File: config.mk
export PLATFORM = sky130hd
export DESIGN_NAME = mem_copy_dma
export DESIGN_NICKNAME = d
export VERILOG_FILES = /design/src/rtl/mem_copy_dma_pkg.sv /design/src/rtl/mem_copy_dma.sv
export SDC_FILE = /design/constraint.sdc
export NUM_CORES = 1
export LEC_CHECK = 0
export ABC_CLOCK_PERIOD_IN_PS = 6300
export CAP_MARGIN = 10
export CORE_ASPECT_RATIO = 0.9
export CORE_MARGIN = 4
export CORE_UTILIZATION = 35
export DETAILED_ROUTE_END_ITERATION = 8
export HOLD_SLACK_MARGIN = 0.05
export SETUP_SLACK_MARGIN = 0.15
export SLEW_MARGIN = 25
export SYNTH_ARGS = -nofsm -noshare
export SYNTH_HDL_FRONTEND = slang
export SYNTH_SLANG_ARGS = --single-unit
File: constraint.sdc
create_clock -name clk -period 6.3 [get_ports clk]
set_input_delay 0.945 -clock clk [delete_from_list [all_inputs] [get_ports clk]]
set_output_delay 0.945 -clock clk [all_outputs]
set_load 0.01 [all_outputs]
File: src/rtl/mem_copy_dma_pkg.sv
// rtl/mem_copy_dma_pkg.sv - shared state encoding for the mem_copy_dma block and its bench
package mem_copy_dma_pkg;

    typedef logic [1:0] state_t;

    localparam state_t IDLE  = 2'd0;
    localparam state_t READ  = 2'd1;
    localparam state_t WRITE = 2'd2;
    localparam state_t DONE  = 2'd3;

endpackage

File: src/rtl/mem_copy_dma.sv
// rtl/mem_copy_dma.sv - word-by-word memory copy engine with optional fill mode
//
// Optional feature: define MEM_COPY_DMA_FILL_EN to add the fill / fill_word ports.
//
// Ports:
//   clk, reset          single clock, asynchronous active-high reset
//   start, src, dst,    transfer request; src/dst/len sampled when start is accepted in IDLE
//   len
//   fill, fill_word     (fill build only) write fill_word to dst..dst+len-1, no reads
//   busy, done          busy during READ/WRITE; done pulses one cycle on clean completion
//   error, err_addr     sticky fault flag and faulting address, cleared by the next accepted start
//   rd, wr, addr, wdata data memory request, all combinational from the state
//   rdata, accessable   data memory response, combinational in the same cycle as the request
module mem_copy_dma
    import mem_copy_dma_pkg::*;
#(
    parameter int LEN_W = 16
`ifdef MEM_COPY_DMA_FILL_EN
    ,
    parameter logic [31:0] FILL_WORD = 32'h0000_0000
`endif
) (
    input  logic             clk,
    input  logic             reset,
    input  logic             start,
    input  logic [31:0]      src,
    input  logic [31:0]      dst,
    input  logic [LEN_W-1:0] len,
`ifdef MEM_COPY_DMA_FILL_EN
    input  logic             fill,
    input  logic [31:0]      fill_word,
`endif
    output logic             busy,
    output logic             done,
    output logic             error,
    output logic [31:0]      err_addr,
    output logic             rd,
    output logic             wr,
    output logic [31:0]      addr,
    output logic [31:0]      wdata,
    input  logic [31:0]      rdata,
    input  logic             accessable
);

    state_t           state_q, state_d;
    logic [31:0]      src_q, src_d;
    logic [31:0]      dst_q, dst_d;
    logic [LEN_W-1:0] len_q, len_d;
    logic [LEN_W-1:0] idx_q, idx_d;
    logic [31:0]      data_q, data_d;
    logic             error_q, error_d;
    logic [31:0]      err_addr_q, err_addr_d;

    logic             start_acc;
    logic             start_fill;
    logic             fill_mode;
    logic [31:0]      fill_data;
    logic [LEN_W:0]   idx_inc;
    logic             last_word;

`ifdef MEM_COPY_DMA_FILL_EN
    logic             fill_q, fill_d;
    logic [31:0]      fill_word_q, fill_word_d;

    assign start_fill = fill;
    assign fill_mode  = fill_q;
    assign fill_data  = fill_word_q;

    always_comb begin
        fill_d      = fill_q;
        fill_word_d = fill_word_q;
        if (start_acc) begin
            fill_d      = fill;
            fill_word_d = fill_word;
        end
    end

    always_ff @(posedge clk or posedge reset) begin
        if (reset) begin
            fill_q      <= 1'b0;
            fill_word_q <= FILL_WORD;
        end else begin
            fill_q      <= fill_d;
            fill_word_q <= fill_word_d;
        end
    end
`else
    assign start_fill = 1'b0;
    assign fill_mode  = 1'b0;
    assign fill_data  = 32'h0;
`endif

    assign start_acc = (state_q == IDLE) && start;

    // One bit wider than the index so len at its maximum value cannot wrap the compare.
    assign idx_inc   = {1'b0, idx_q} + (LEN_W + 1)'(1);
    assign last_word = (idx_inc == {1'b0, len_q});

    // State register
    always_ff @(posedge clk or posedge reset) begin
        if (reset) begin
            state_q    <= IDLE;
            src_q      <= 32'h0;
            dst_q      <= 32'h0;
            len_q      <= '0;
            idx_q      <= '0;
            data_q     <= 32'h0;
            error_q    <= 1'b0;
            err_addr_q <= 32'h0;
        end else begin
            state_q    <= state_d;
            src_q      <= src_d;
            dst_q      <= dst_d;
            len_q      <= len_d;
            idx_q      <= idx_d;
            data_q     <= data_d;
            error_q    <= error_d;
            err_addr_q <= err_addr_d;
        end
    end

    // Next-state logic
    always_comb begin
        state_d = state_q;
        case (state_q)
            IDLE: begin
                if (start) begin
                    if (len == '0)      state_d = DONE;
                    else if (start_fill) state_d = WRITE;
                    else                 state_d = READ;
                end
            end
            READ:  state_d = accessable ? WRITE : IDLE;
            WRITE: begin
                if (!accessable)    state_d = IDLE;
                else if (last_word) state_d = DONE;
                else if (fill_mode) state_d = WRITE;
                else                state_d = READ;
            end
            default: state_d = IDLE;
        endcase
    end

    // Datapath registers: request capture, word index, read data and fault capture
    always_comb begin
        src_d      = src_q;
        dst_d      = dst_q;
        len_d      = len_q;
        idx_d      = idx_q;
        data_d     = data_q;
        error_d    = error_q;
        err_addr_d = err_addr_q;
        if (start_acc) begin
            src_d      = src;
            dst_d      = dst;
            len_d      = len;
            idx_d      = '0;
            error_d    = 1'b0;
            err_addr_d = 32'h0;
        end
        if (state_q == READ) begin
            data_d = rdata;
        end
        if (state_q == WRITE && accessable) begin
            idx_d = idx_q + LEN_W'(1);
        end
        if ((state_q == READ || state_q == WRITE) && !accessable) begin
            error_d    = 1'b1;
            err_addr_d = addr;
        end
    end

    // Outputs decoded from the current state only, so reset silences the bus at once
    always_comb begin
        rd    = 1'b0;
        wr    = 1'b0;
        addr  = 32'h0;
        wdata = 32'h0;
        busy  = 1'b0;
        done  = 1'b0;
        case (state_q)
            READ: begin
                rd   = 1'b1;
                busy = 1'b1;
                addr = src_q + 32'(idx_q);
            end
            WRITE: begin
                wr    = 1'b1;
                busy  = 1'b1;
                addr  = dst_q + 32'(idx_q);
                wdata = fill_mode ? fill_data : data_q;
            end
            DONE: done = 1'b1;
            default: ;
        endcase
    end

    assign error    = error_q;
    assign err_addr = err_addr_q;

endmodule

==> results of run 1 <==
-- state kept, by name, summed over array words and instances, names as in the netlist --
register,count
err_addr,32
error,1
state_q,2
dst_q,32
len_q,16
src_q,32
idx_q,16
data_q,32
-- critical path: cells and delay by family, from the launching register on --
| family | cells | cell delay, ns |
|---|---|---|
| multiplexers | 1 | 0.41 |
| AO/OA/AOI/OAI | 3 | 1.32 |
| AND/OR/NAND/NOR | 3 | 0.45 |
| XOR/XNOR | 1 | 0.18 |
| flip-flops | 1 | 0.42 |
| buffers and inverters | 2 | 0.69 |
| adder cells (fa/ha/maj) | 2 | 0.89 |
-- metrics by stage --
step | worst slack [ns] | utilization, % | total power [W] | hold slack, ns | area (um2)
detailed placement | 1.028 | 46.15 | 0.004618 | 0.4638 | 11290
CTS | 0.5392 | 48.62 | 0.005716 | 0.4800 | 11890
finish | 0.5613 | 48.63 | 0.005660 | 0.4783 | 11890
floorplan | 0.9397 | - | 0.003491 | 0.4712 | 8792
global route | 0.1547 | 48.63 | 0.006044 | 0.5001 | 11890
global placement | 1.067 | 46.10 | 0.004572 | 0.4600 | 11270
-- metal layers --
layer	global-route usage, %	part of all wire, %
met5	0	0.062
met4	3.366	0.55
met3	5.745	7.5
met2	26.72	44
met1	24.36	47
-- placed cells by master (no fill, tap or decap), types with 20 or more instances in the layout --
master and count:
a21oi_1 29, a22o_1 22, and2_1 58, clkdlybuf4s50_1 216
dfrtp_1 163, ha_1 20, inv_1 20, mux2_2 129
nand2_1 43, nand3_1 25, nor2_1 33, o21ai_0 36
xnor2_1 29
-- final cells by class --
| type | count | share of cell area [%] |
|---|---|---|
| tap | 336 | 3.535 |
| inverter | 21 | 0.7048 |
| sequential | 163 | 34.29 |
| clock buffer | 21 | 3.787 |
| multi-input combinational | 576 | 37.77 |
| clock inverter | 11 | 1.294 |
| timing repair buffer | 223 | 18.62 |
-- power groups by stage --
stage | registers [W] | clock network, W | logic (W)
after floorplan | 0.00177 | 0 | 0.00173
after global placement | 0.00182 | 0 | 0.00275
after detailed placement | 0.00184 | 0 | 0.00278
after CTS | 0.00182 | 0.00110 | 0.00279
after global routing | 0.00189 | 0.00114 | 0.00301
final | 0.00182 | 0.00108 | 0.00277
-- worst paths after layout --
path,start,end,slack (ns),cells past startpoint
hold / removal,err_addr[20]$_DFFE_PP0P_,err_addr[20]$_DFFE_PP0P_,0.48,2
setup / recovery,state_q[0]$_DFFE_PP0P_,addr[29],0.56,12
max in group asynchronous,reset,idx_q[14]$_DFFE_PP0P_,4.19,3
min in group asynchronous,reset,len_q[9]$_DFFE_PP0P_,1.05,2
setup reg to reg,state_q[0]$_DFFE_PP0P_,err_addr[24]$_DFFE_PP0P_,2.30,12
hold reg to reg,err_addr[20]$_DFFE_PP0P_,err_addr[20]$_DFFE_PP0P_,0.48,2
-- cell families after synthesis --
logic type | Yosys count | synth area share [%]
compound gates | 155 | 12.03
buf+inv | 66 | 2.960
simple gates | 210 | 12.71
fa+ha+maj | 23 | 3.358
mux | 140 | 17.77
flops | 163 | 46.39
xor+xnor | 48 | 4.782
==> results.py, run 1 <==
metrics = {
    "flow_run": {
        "maxCapViolCount": 0,
    },
    "sta": {
        "fin_setup_tns_ns": 0,
        "period_share_pct": 91.09,
        "relSlewSlack_pct": 42.15,
        "finClkSkew_ns": 0.01088,
        "fmax_mhz": 174.3,
        "min_period_ns": 5.739,
        "rsz0062_at_grt": "no",
        "setup_viol": 0,
        "worstMarginPinSlew_ns": 0.8657,
        "hold_violations": 0,
        "slew_violations": 0,
    },
    "synthesis": {
        "netlist_area_mm2": 0.008792,
        "yosys-top-cells-count": "dfrtp_1, mux2_2, and2_1",
        "synth_cell_type_count": 56,
        "netlist.area_leader.share_pct": 46.39,
        "ys_top_cells_by_area": "dfrtp_1, mux2_2, and2_1, ha_1, xnor2_1",
        "synth_area_leader_cell": "dfrtp_1",
        "synth-edff-count": 0,
        "yosysWarnings": 0,
        "syn_area_per_cell_um2": 10.92,
        "syn-instance-count": 805,
        "synthFlopType": "dfrtp_1",
        "synthesis.nets": 944,
        "synth_seq_area_share_pct": 46.39,
        "ys_seq_elements": 163,
        "async_flop_share_pct": 100.0,
        "synth_most_common_cell": "dfrtp_1",
    },
    "detailed_routing": {
        "first_iter_violations": 436,
        "postRouteAntennaNets": 0,
        "vias": 6895,
        "vias_per_cell": 5.104,
        "dr.pass1.iters": 5,
        "drc_errors": 0,
        "wl_per_cell_um": 17.95,
        "wl_um": 24250,
    },
    "power_and_ir_drop": {
        "internal_power_w": 0.003622,
        "combPwrFrac_pct": 48.9,
        "peakVddDrop_uv": 203.0,
        "p_leak_nw": 4.836,
        "power_density_mw_per_mm2": 475.9,
        "p_switching_w": 0.002038,
        "power.share.clock_pct": 19.0,
        "pwr-share-seq_pct": 32.1,
        "sw_frac_of_total_pct": 36.01,
    },
    "critical_path": {
        "crit_fanout": 47,
        "startpoint_type": "register",
        "worstSetupPathType": "reg2out",
        "crit_slowest_cell": "a2111oi_0",
        "cp_cell_sequence": "inv_1 > ha_4 > mux2_2 > ha_1 > nand2_1 > a2111oi_0 > nor2_1 > a211o_1 > a211oi_1 > xnor2_1 > and2_1 > clkdlybuf4s50_1",
        "cp-end-kind": "output port",
        "cp.arrival_ns": 4.79,
        "worstPathRequired_ns": 5.35,
        "max_stage_delay_ns": 0.61,
    },
    "cells_and_area": {
        "drive_gt1_share_pct": 17.14,
        "n_fill_cell": 2296,
        "fin_cells": 1351,
        "multi_input_area_mm2": 0.004492,
        "regArea_mm2": 0.004079,
        "final_nets": 1141,
        "area_growth_pct": 35.28,
        "n_antenna_cell": 0,
    },
    "clocking": {
        "cts_tree": "built",
        "cts_made_buffers": 17,
        "clock_sinks": 163,
        "cts_hold_buf": 0,
        "cts_setup_buffers": 0,
        "cts_max_level": 4,
        "clock_path_buffers": 2,
        "cts.clk_slew.worst_paths_ns": 0.06,
        "cts_resized": 0,
        "clock_latency_ns": 0.43,
        "cts-root-buf": "clkbuf_16",
    },
    "global_routing": {
        "gr-total-overflow": 0,
        "grt_pass1_vias": 6919,
        "track_usage_pct": 17.39,
        "grt_pass1_wl_um": 38330,
        "antenna_found_initial": 1,
        "grt_max_degree": 83,
    },
    "placement": {
        "dp_cells": 1319,
        "globalplace.congestion": 0.8498,
        "hpwlAfterDp_um": 17950,
        "portBuffers": 216,
    },
    "outcome": {
        "outcome": "completed",
    },
    "floorplan": {
        "die_h_um": 158.4,
        "row_count": 54,
        "start_util_pct": 35.95,
        "core_area_mm2": 0.02446,
        "die_x_um": 175.1,
        "die_area_mm2": 0.02772,
        "top_level_ports": 217,
    },
    "worst_hold_path": {
        "min_path_type": "reg2reg",
    },
}
Power figures use the tool's default switching activity.
==> run 2, diff against run 1 <==
--- a/config.mk
+++ b/config.mk
@@ -12,6 +12,7 @@
 export CORE_UTILIZATION = 35
 export DETAILED_ROUTE_END_ITERATION = 8
 export HOLD_SLACK_MARGIN = 0.05
+export RECOVER_POWER = 100
 export SETUP_SLACK_MARGIN = 0.15
 export SLEW_MARGIN = 25
 export SYNTH_ARGS = -nofsm -noshare
==> run 2 against run 1 <==
The flow now finishes with violations (max-capacitance violations, max-slew violations). Worst setup slack got worse by 0.050 ns. Critical path depth did not move. Wire length barely moved. Register-to-register slack got worse by 0.12 ns. Maximum frequency fell by 0.86%. Count of clock-buffer cells in the layout did not move. Non-clock buffer count did not move. Core utilization fell by 0.20 points. Critical path type unchanged. Critical endpoint unchanged. Largest cell class unchanged. Highest routed layer unchanged.
==> results.py, run 2 (synthesis gave the netlist of run 1 again) <==
metrics = {
    "outcome": {
        "outcome": "complete, but fails checks",
        "violations": "max-capacitance violations, max-slew violations",
    },
    "sta": {
        "finClkSkew_ns": 0.009524,
        "fmax_mhz": 172.8,
        "rsz0062_at_grt": "no",
        "slew_violations": 233,
        "setup_viol": 0,
        "hold_violations": 0,
        "min_period_ns": 5.788,
        "relSlewSlack_pct": -157.1,
        "worstMarginPinSlew_ns": 3.836,
        "period_share_pct": 91.88,
        "fin_setup_tns_ns": 0,
        "fin_hold_ws_ns": 0.4735,
    },
    "floorplan": {
        "core_area_mm2": 0.02446,
        "top_level_ports": 217,
        "row_count": 54,
        "die_x_um": 175.1,
        "start_util_pct": 35.95,
        "die_area_mm2": 0.02772,
        "die_h_um": 158.4,
    },
    "critical_path": {
        "worstPathRequired_ns": 5.35,
        "cp.arrival_ns": 4.84,
        "crit_fanout": 47,
        "worstSetupPathType": "reg2out",
        "cp-end-kind": "output port",
        "startpoint_type": "register",
    },
    "cells_and_area": {
        "mostFrequentLayoutCell": "dfrtp_1",
        "area_growth_pct": 34.72,
        "n_fill_cell": 2301,
        "drive_gt1_share_pct": 16.26,
        "final_cell_mix": "dfrtp_1, clkdlybuf4s50_1, mux2_2",
        "final_nets": 1141,
        "fin_cells": 1352,
    },
    "global_routing": {
        "grt_pass1_wl_um": 38330,
        "gr-total-overflow": 0,
        "grt_pass1_vias": 6919,
        "track_usage_pct": 17.39,
        "antenna_found_initial": 2,
        "grt_max_degree": 83,
    },
    "detailed_routing": {
        "vias_per_cell": 5.088,
        "drc_errors": 0,
        "wl_per_cell_um": 17.95,
        "first_iter_violations": 470,
        "vias": 6879,
        "wl_um": 24270,
        "postRouteAntennaNets": 0,
        "dr.pass1.iters": 5,
    },
    "clocking": {
        "clock_path_buffers": 2,
        "cts_tree": "built",
        "cts.clk_slew.worst_paths_ns": 0.06,
        "cts_hold_buf": 0,
        "cts_made_buffers": 17,
        "cts_max_level": 4,
        "cts-root-buf": "clkbuf_16",
        "clock_sinks": 163,
        "clock_latency_ns": 0.42,
        "cts_resized": 0,
        "cts_setup_buffers": 0,
    },
    "power_and_ir_drop": {
        "internal_power_w": 0.003563,
        "pwr-share-seq_pct": 32.5,
        "p_switching_w": 0.002017,
        "peakVddDrop_uv": 206.7,
        "combPwrFrac_pct": 48.2,
        "power.share.clock_pct": 19.3,
        "finalPower_w": 0.005579,
        "sw_frac_of_total_pct": 36.14,
        "power_density_mw_per_mm2": 471.0,
        "p_leak_nw": 5.003,
    },
    "placement": {
        "dp_cells": 1319,
        "portBuffers": 216,
        "globalplace.congestion": 0.8498,
        "hpwlAfterDp_um": 17950,
    },
    "flow_run": {
        "maxCapViolCount": 4,
    },
    "worst_hold_path": {
        "min_path_type": "reg2reg",
    },
}
==> run 2: changes by cell type in the layout (fill, tap and decap cells not counted), sizes merged <==
cell           before  now
dlygate4sd3         0   85
clkinvlp            4    5
clkdlybuf4s50     216  131
diode               0    1
inv                22   21
clkbuf             21   26
buf                 7    2
==> run 2: per-layer routing <==
layer	vias to the layer above	wire, um	GRT usage, %
met5	-	15	0
met4	2	102	3.366
met3	6	1845	5.745
met2	204	10840	26.72
met1	3365	11470	24.36
li1	3302	-	-
==> run 2: per-stage QoR <==
stage	cell area, um2	util (%)	worst slack [ns]
finish	11850	48.43	0.5117
global route	11850	48.43	0.09217
CTS	11890	48.62	0.5392
detailed placement	11290	46.15	1.028
global placement	11270	46.10	1.067
floorplan	8792	-	0.9397
==> run 2: power by group through the flow <==
stage | Sequential, W | Clock, W | Combinational, W
after floorplan | 0.00177 | 0 | 0.00173
after global placement | 0.00182 | 0 | 0.00275
after detailed placement | 0.00184 | 0 | 0.00278
after CTS | 0.00182 | 0.00110 | 0.00279
after global routing | 0.00189 | 0.00114 | 0.00294
final | 0.00181 | 0.00108 | 0.00269
==> run 2: cell type report <==
class | instances | area (um2) | area share, %
Multi-Input combinational cell | 576 | 4461 | 37.66
Timing Repair Buffer | 223 | 2198 | 18.56
Tap cell | 336 | 420.4 | 3.549
Clock inverter | 11 | 153.9 | 1.299
Inverter | 21 | 80.08 | 0.6760
Sequential cell | 163 | 4079 | 34.44
Antenna cell | 1 | 2.502 | 0.02113
Clock buffer | 21 | 450.4 | 3.803
==> run 2: path summary, 6_finish.rpt <==
check / cells past startpoint / from / to / slack, ns
max in group asynchronous: 3 / reset / src_q[16]$_DFFE_PP0P_ / 1.90
hold reg to reg: 2 / err_addr[20]$_DFFE_PP0P_ / err_addr[20]$_DFFE_PP0P_ / 0.47
hold / removal: 2 / err_addr[20]$_DFFE_PP0P_ / err_addr[20]$_DFFE_PP0P_ / 0.47
setup / recovery: 12 / state_q[0]$_DFFE_PP0P_ / addr[29] / 0.51
setup reg to reg: 4 / state_q[0]$_DFFE_PP0P_ / src_q[17]$_DFFE_PP0P_ / 2.18
min in group asynchronous: 2 / reset / len_q[8]$_DFFE_PP0P_ / 2.13
==> run 2: critical path: stages, from the launching register on <==
cell           delay, ns
dfrtp_1             0.42
inv_1               0.13
ha_4                0.54
mux2_2              0.41
ha_1                0.34
nand2_1             0.09
a2111oi_0           0.61
nor2_1              0.19
a211o_1             0.42
a211oi_1            0.28
xnor2_1             0.18
and2_1              0.16
dlygate4sd3_1       0.62
